**src/rtl/xyz_sampler_pkg.sv**
```systemverilog
// Shared types and defaults for the xyz_sampler block.
// A sample is the three upstream register bits packed as {z, y, x}.
package xyz_sampler_pkg;

  localparam int DEPTH_DEFAULT       = 4;
  localparam int CAPTURE_LEN_DEFAULT = 16;

  typedef struct packed {
    logic z;
    logic y;
    logic x;
  } sample_t;

  typedef enum logic [1:0] {
    IDLE    = 2'd0,
    CAPTURE = 2'd1,
    DRAIN   = 2'd2
  } state_t;

endpackage

```
**src/rtl/xyz_fifo.sv**
```systemverilog
// Small sample queue for xyz_sampler.
// DEPTH must be a power of two so the pointers wrap by plain overflow.
// Occupancy carries one extra bit so full and empty stay distinct.
// A push into a full queue is still taken when a pop happens in the same cycle.
module xyz_fifo
  import xyz_sampler_pkg::*;
#(
  parameter int DEPTH = DEPTH_DEFAULT
) (
  input  logic    i_clk,
  input  logic    i_arst,
  input  logic    i_clear,
  input  logic    i_push,
  input  sample_t i_data,
  input  logic    i_pop,
  output sample_t o_data,
  output logic    o_valid,
  output logic    o_full
);

  localparam int            AW       = (DEPTH > 1) ? $clog2(DEPTH) : 1;
  localparam logic [AW-1:0] PTR_ONE  = 1;
  localparam logic [AW:0]   OCC_ONE  = 1;
  localparam logic [AW:0]   FULL_OCC = (AW + 1)'(DEPTH);

  logic [AW-1:0] wr_ptr;
  logic [AW-1:0] rd_ptr;
  logic [AW:0]   occ;
  sample_t       mem [DEPTH];

  logic do_push;
  logic do_pop;

  assign do_pop  = i_pop && o_valid;
  assign do_push = i_push && (!o_full || do_pop);

  // Pointer and occupancy bookkeeping; clear wins over push and pop.
  always_ff @(posedge i_clk or negedge i_arst) begin
    // NOTE: sequential state uses non-blocking assignments so every register
    // samples the pre-edge values regardless of statement order.
    if (!i_arst) begin
      wr_ptr <= '0;
      rd_ptr <= '0;
      occ    <= '0;
    end else if (i_clear) begin
      wr_ptr <= '0;
      rd_ptr <= '0;
      occ    <= '0;
    end else begin
      if (do_push) wr_ptr <= wr_ptr + PTR_ONE;
      if (do_pop)  rd_ptr <= rd_ptr + PTR_ONE;
      if (do_push && !do_pop)      occ <= occ + OCC_ONE;
      else if (do_pop && !do_push) occ <= occ - OCC_ONE;
    end
  end

  // Sample storage write port.
  always_ff @(posedge i_clk) begin
    // NOTE: the storage array is deliberately not reset; occupancy alone
    // decides what is valid, and the read side masks stale contents.
    if (do_push && !i_clear) mem[wr_ptr] <= i_data;
  end

  assign o_valid = (occ != '0);
  assign o_full  = (occ == FULL_OCC);
  assign o_data  = o_valid ? mem[rd_ptr] : '0;

endmodule

```
**src/rtl/xyz_sampler.sv**
```systemverilog
// xyz_sampler: on request, samples {i_z, i_y, i_x} for CAPTURE_LEN cycles into
// a small queue, then waits for the consumer to drain it and pulses o_done.
// Optional build macro XYZ_SAMPLER_CHANGE_ONLY_EN: only the first sample of a
// window and samples differing from the previous pushed one are queued.
module xyz_sampler
  import xyz_sampler_pkg::*;
#(
  parameter int DEPTH       = DEPTH_DEFAULT,
  parameter int CAPTURE_LEN = CAPTURE_LEN_DEFAULT
) (
  input  logic       i_clk,
  input  logic       i_arst,
  input  logic       i_srst,
  input  logic       i_start,
  input  logic       i_z,
  input  logic       i_y,
  input  logic       i_x,
  output logic [2:0] o_data,
  output logic       o_valid,
  input  logic       i_ready,
  output logic       o_busy,
  output logic       o_done,
  output logic       o_overflow,
  output logic [7:0] o_count
);

  // Encoding kept identical to state_t so waveforms decode with the enum.
  localparam logic [1:0] ST_IDLE    = IDLE;
  localparam logic [1:0] ST_CAPTURE = CAPTURE;
  localparam logic [1:0] ST_DRAIN   = DRAIN;
  localparam logic [7:0] LEN        = 8'(CAPTURE_LEN);

  logic [1:0] state;
  logic [7:0] count_next;
  sample_t    sample;
  sample_t    fifo_data;
  logic       fifo_full;
  logic       in_capture;
  logic       push_req;
  logic       pop;
  logic       drop;

  assign sample     = {i_z, i_y, i_x};
  assign in_capture = (state == ST_CAPTURE);
  assign count_next = o_count + 8'd1;
  assign pop        = o_valid && i_ready;

`ifdef XYZ_SAMPLER_CHANGE_ONLY_EN
  sample_t last_sample;

  // Remembers the most recent sample offered to the queue.
  always_ff @(posedge i_clk or negedge i_arst) begin
    if (!i_arst)       last_sample <= '0;
    else if (i_srst)   last_sample <= '0;
    else if (push_req) last_sample <= sample;
  end

  // A zero count marks the first capture cycle of the window.
  assign push_req = in_capture && ((o_count == 8'd0) || (sample != last_sample));
`else
  assign push_req = in_capture;
`endif

  // A push is lost only when the queue is full and nothing leaves this cycle.
  assign drop = push_req && fifo_full && !pop;

  xyz_fifo #(
    .DEPTH (DEPTH)
  ) u_fifo (
    .i_clk   (i_clk),
    .i_arst  (i_arst),
    .i_clear (i_srst),
    .i_push  (push_req),
    .i_data  (sample),
    .i_pop   (pop),
    .o_data  (fifo_data),
    .o_valid (o_valid),
    .o_full  (fifo_full)
  );

  // Control FSM, window counter and sticky overflow flag.
  always_ff @(posedge i_clk or negedge i_arst) begin
    if (!i_arst) begin
      state      <= ST_IDLE;
      o_count    <= '0;
      o_overflow <= 1'b0;
    end else if (i_srst) begin
      state      <= ST_IDLE;
      o_count    <= '0;
      o_overflow <= 1'b0;
    end else begin
      case (state)
        ST_IDLE: begin
          if (i_start) begin
            state      <= ST_CAPTURE;
            o_count    <= '0;
            o_overflow <= 1'b0;
          end
        end
        ST_CAPTURE: begin
          // Leaving on the edge the count reaches LEN makes it saturate there.
          o_count <= count_next;
          if (count_next == LEN) state <= ST_DRAIN;
        end
        ST_DRAIN: begin
          if (!o_valid) state <= ST_IDLE;
        end
        default: state <= ST_IDLE;
      endcase
      if (drop) o_overflow <= 1'b1;
    end
  end

  assign o_data = fifo_data;
  assign o_busy = (state != ST_IDLE);
  assign o_done = (state == ST_DRAIN) && !o_valid;

endmodule

```
**config.mk**
```make
export PLATFORM = sky130hd
export DESIGN_NAME = xyz_sampler
export DESIGN_NICKNAME = d
export VERILOG_FILES = /design/src/rtl/xyz_sampler_pkg.sv /design/src/rtl/xyz_fifo.sv /design/src/rtl/xyz_sampler.sv
export SDC_FILE = /design/constraint.sdc
export NUM_CORES = 1
export LEC_CHECK = 0
export CORE_MARGIN = 2
export CORE_UTILIZATION = 35
export CTS_CLUSTER_SIZE = 24
export DETAILED_ROUTE_END_ITERATION = 12
export PLACE_DENSITY_LB_ADDON = 0.05
export SYNTH_ARGS = -nofsm -noshare
export SYNTH_HDL_FRONTEND = slang
export SYNTH_SLANG_ARGS = --single-unit
export TNS_END_PERCENT = 1
```
**constraint.sdc**
```tcl
create_clock -name i_clk -period 3.6 [get_ports i_clk]
set_input_delay 0.72 -clock i_clk [delete_from_list [all_inputs] [get_ports i_clk]]
set_output_delay 0.72 -clock i_clk [all_outputs]
set_load 0.05 [all_outputs]
```
==> load_flow_metrics.sql <==
INSERT INTO impl_metrics (metric_group, metric, value, unit) VALUES
('outcome', 'run_status', 'finished clean', ''),
('min_path', 'hold_path_depth', '1', ''),
('placement', 'place_congestion', '0.809', ''),
('logic_synthesis', 'dominant_combinational_cell_family_by_area_after_synthesis', 'simple AND/OR/NAND/NOR gates', ''),
('clock_network', 'numClockSinks', '30', ''),
('layout', 'drive_gt1_share', '9.94', '%'),
('routing', 'postRouteWirelength', '3.36', 'mm'),
('min_path', 'holdPathEnd', 'o_count[6]$_DFFE_PN0P_', ''),
('timing', 'finalCritPeriodShare', '84.7', '%'),
('timing', 'grt_setup_unrepaired', 'false', ''),
('placement', 'buffer_ports.inserted', '22', ''),
('clock_network', 'postCtsSetupBuffers', '0', ''),
('layout', 'util_after_layout', '44.6', '%'),
('setup_path', 'worst-r2r-cell-count', '6', ''),
('timing', 'timing_worst_slew_pin_value', '874', 'ps'),
('timing', 'hold_violations', '0', ''),
('clock_network', 'insertion_delay', '280', 'ps'),
('grt', 'track_usage', '14.2', '%'),
('layout', 'final_net_count', '184', ''),
('routing', 'route.detailed.vias_per_inst', '5.26', ''),
('logic_synthesis', 'synth_seq_area_share', '50.7', '%'),
('logic_synthesis', 'ys_ff_latch', '30', ''),
('logic_synthesis', 'syn_avg_cell_area', '10.8', 'µm²'),
('logic_synthesis', 'largest_area_contributor_in_the_netlist', 'sky130_fd_sc_hd__dfrtp_1', ''),
('setup_path', 'critical_path_class', 'reg2out', ''),
('clock_network', 'tritoncts', 'done', ''),
('layout', 'diodes', '0', ''),
('grt', 'first_global_vias', '1159', ''),
('timing', 'final_period_minus_worst_setup_slack', '3050', 'ps'),
('setup_path', 'worst_setup_path_startpoint', 'u_fifo.occ[1]$_DFFE_PN0P_', ''),
('floorplan', 'boundaryPins', '23', ''),
('floorplan', 'start_util', '36.4', '%'),
('logic_synthesis', 'post_synth_mux_area_share', '5.09', '%'),
('logic_synthesis', 'post-synth-top-area-fraction', '28.2', '%'),
('grt', 'grt_antenna_before_repair', '0', ''),
('placement', 'dp_cells', '215', ''),
('logic_synthesis', 'ys.warnings.count', '0', ''),
('logic_synthesis', 'syn-instance-count', '148', ''),
('pwr', 'p_leak', '0.756', 'nW'),
('grt', 'globalRouteOverflowTotal', '0', ''),
('logic_synthesis', 'yosys.cell_types.count', '44', ''),
('min_path', 'holdCritStartpoint', 'o_count[6]$_DFFE_PN0P_', ''),
('logic_synthesis', 'synth_adder_area_share', '5.17', '%'),
('pwr', 'power_density', '571', 'mW/mm²'),
('clock_network', 'clockBufferDepth', '2', ''),
('floorplan', 'die_h', '71.6', 'µm'),
('flow_run', 'max_cap_viol_count', '0', ''),
('logic_synthesis', 'synth_area_in_xor_xnor', '2.19', '%'),
('logic_synthesis', 'synthesis.nets', '162', ''),
('setup_path', 'worstReg2RegStart', 'state[1]$_DFFE_PN0P_', ''),
('clock_network', 'cts.root.buffer_cell', 'sky130_fd_sc_hd__clkbuf_8', ''),
('floorplan', 'design.die.area', '0.00512', 'mm²'),
('min_path', 'hold_path_class', 'reg2reg', ''),
('grt', 'maximum_number_of_pins_on_one_net_before_global_route_repair', '19', ''),
('routing', 'drt_first_pass_iters', '4', ''),
('logic_synthesis', 'fraction_of_the_mapped_netlist_area_in_compound_gates', '13.5', '%'),
('timing', 'fin_tns_setup', '0', 'ps'),
('routing', 'detail_route.iter0.violations', '44', ''),
('setup_path', 'worst_path_max_delay_cell', 'sky130_fd_sc_hd__clkdlybuf4s50_1', ''),
('clock_network', 'cts_hold_repair.buffers', '0', ''),
('routing', 'wl_per_cell', '15.0', 'µm'),
('pwr', 'worst_ir_drop_vdd', '0.202', 'mV'),
('setup_path', 'critical-path-max-stage-delay', '830', 'ps'),
('setup_path', 'worstPathMaxFanout', '8', ''),
('setup_path', 'flop_to_flop_setup_slack', '1490', 'ps'),
('placement', 'dp.final_hpwl', '2.42', 'mm'),
('clock_network', 'htreeDepth', '2', ''),
('setup_path', 'crit_path_buf_inv_count', '1', ''),
('layout', 'final_cell_count_no_fill', '223', ''),
('timing', 'timing.slew.headroom', '41.6', '%'),
('logic_synthesis', 'async_reset_ff_share', '60.0', '%');
==> report_power, final <==
group	internal, mW	leakage, nW	switching, mW
logic	0.142	0.344	0.215
registers	0.382	0.355	0.0456
clock network	0.203	0.0579	0.129
total	0.727	0.756	0.389
==> state kept, by name (all words and copies together) (netlist names) <==
| register | count |
|---|---|
| u_fifo.mem | 12 |
| u_fifo.rd_ptr | 2 |
| u_fifo.wr_ptr | 2 |
| o_overflow | 1 |
| u_fifo.occ | 3 |
| state | 2 |
| o_count | 8 |
==> worst register-to-register path: cells and delay by family, from the launching register on <==
kind	cells	cell delay, ps
flip-flops	1	460
AND/OR/NAND/NOR	2	550
adder cells (fa/ha/maj)	1	430
AO/OA/AOI/OAI	3	630
==> layout by cell type, fill, tap and decap left out, drive strengths merged, types with 2 or more instances in the layout <==
master          n
a21oi           9
ha              5
a31oi           2
o22ai           2
nor3b           2
nand4           2
dfrtp          18
mux4            3
clkdlybuf4s50  22
xor2            3
clkbuf          5
and2           10
o21ai          14
nor4b           2
or3             2
clkinv          2
inv             8
nor2           13
nand3           5
nand2           8
edfxtp         12
and3            2
==> metrics by stage <==
| step | worst slack (ps) | total power [mW] |
|---|---|---|
| 2_1_floorplan | 646 | 0.695 |
| 3_3_place_gp | 877 | 0.783 |
| 3_5_place_dp | 856 | 0.795 |
| 4_1_cts | 540 | 1.13 |
| 5_1_grt | 430 | 1.18 |
| 6_report | 551 | 1.12 |
==> worst max-delay path by stage <==
stage	to	slack, ps	depth (start not counted)
after detailed placement	o_done	860	3
final	o_done	550	3
after global placement	o_done	880	3
after global routing	o_done	430	3
after floorplan	o_done	650	3
after CTS	o_done	540	3
==> cell families (layout without fill, tap and decap cells) <==
group                      Yosys count  after routing
adders and majority gates            6              6
DFF                                 30             30
xor gates and xnor gates             4              4
muxes                                4              4
and+or+nand+nor                     54             54
buffers and inverters               16             39
AOI/OAI and AO/OA                   34             34
==> area by class of cell <==
type / count / area [µm²]
inverter: 8 / 30.0
tap: 52 / 65.1
multi-input combinational: 102 / 714
clock buffer: 5 / 68.8
timing repair buffer: 23 / 228
sequential: 30 / 811
clock inverter: 3 / 40.0
fill: 422 / 2430
==> synthesized netlist by cell type, drive strengths merged (2+ instances only) <==
cell    count
dfrtp      18
o21ai      14
nor2       13
edfxtp     12
and2       10
a21oi       9
inv         8
nand2       8
clkbuf      5
ha          5
nand3       5
buf         3
mux4        3
xor2        3
a31oi       2
and3        2
nand4       2
nor3b       2
nor4b       2
o22ai       2
or3         2
==> routing by layer <==
| metal | part of all wire, % | track usage [%] | vias up |
|---|---|---|---|
| met5 | 0 | 0 | - |
| met4 | 2.2 | 6.29 | 0 |
| met3 | 4.7 | 4.64 | 9 |
| met2 | 45 | 21.1 | 34 |
| met1 | 48 | 19.1 | 560 |
| li1 | - | - | 570 |
Power figures use the tool's default switching activity.
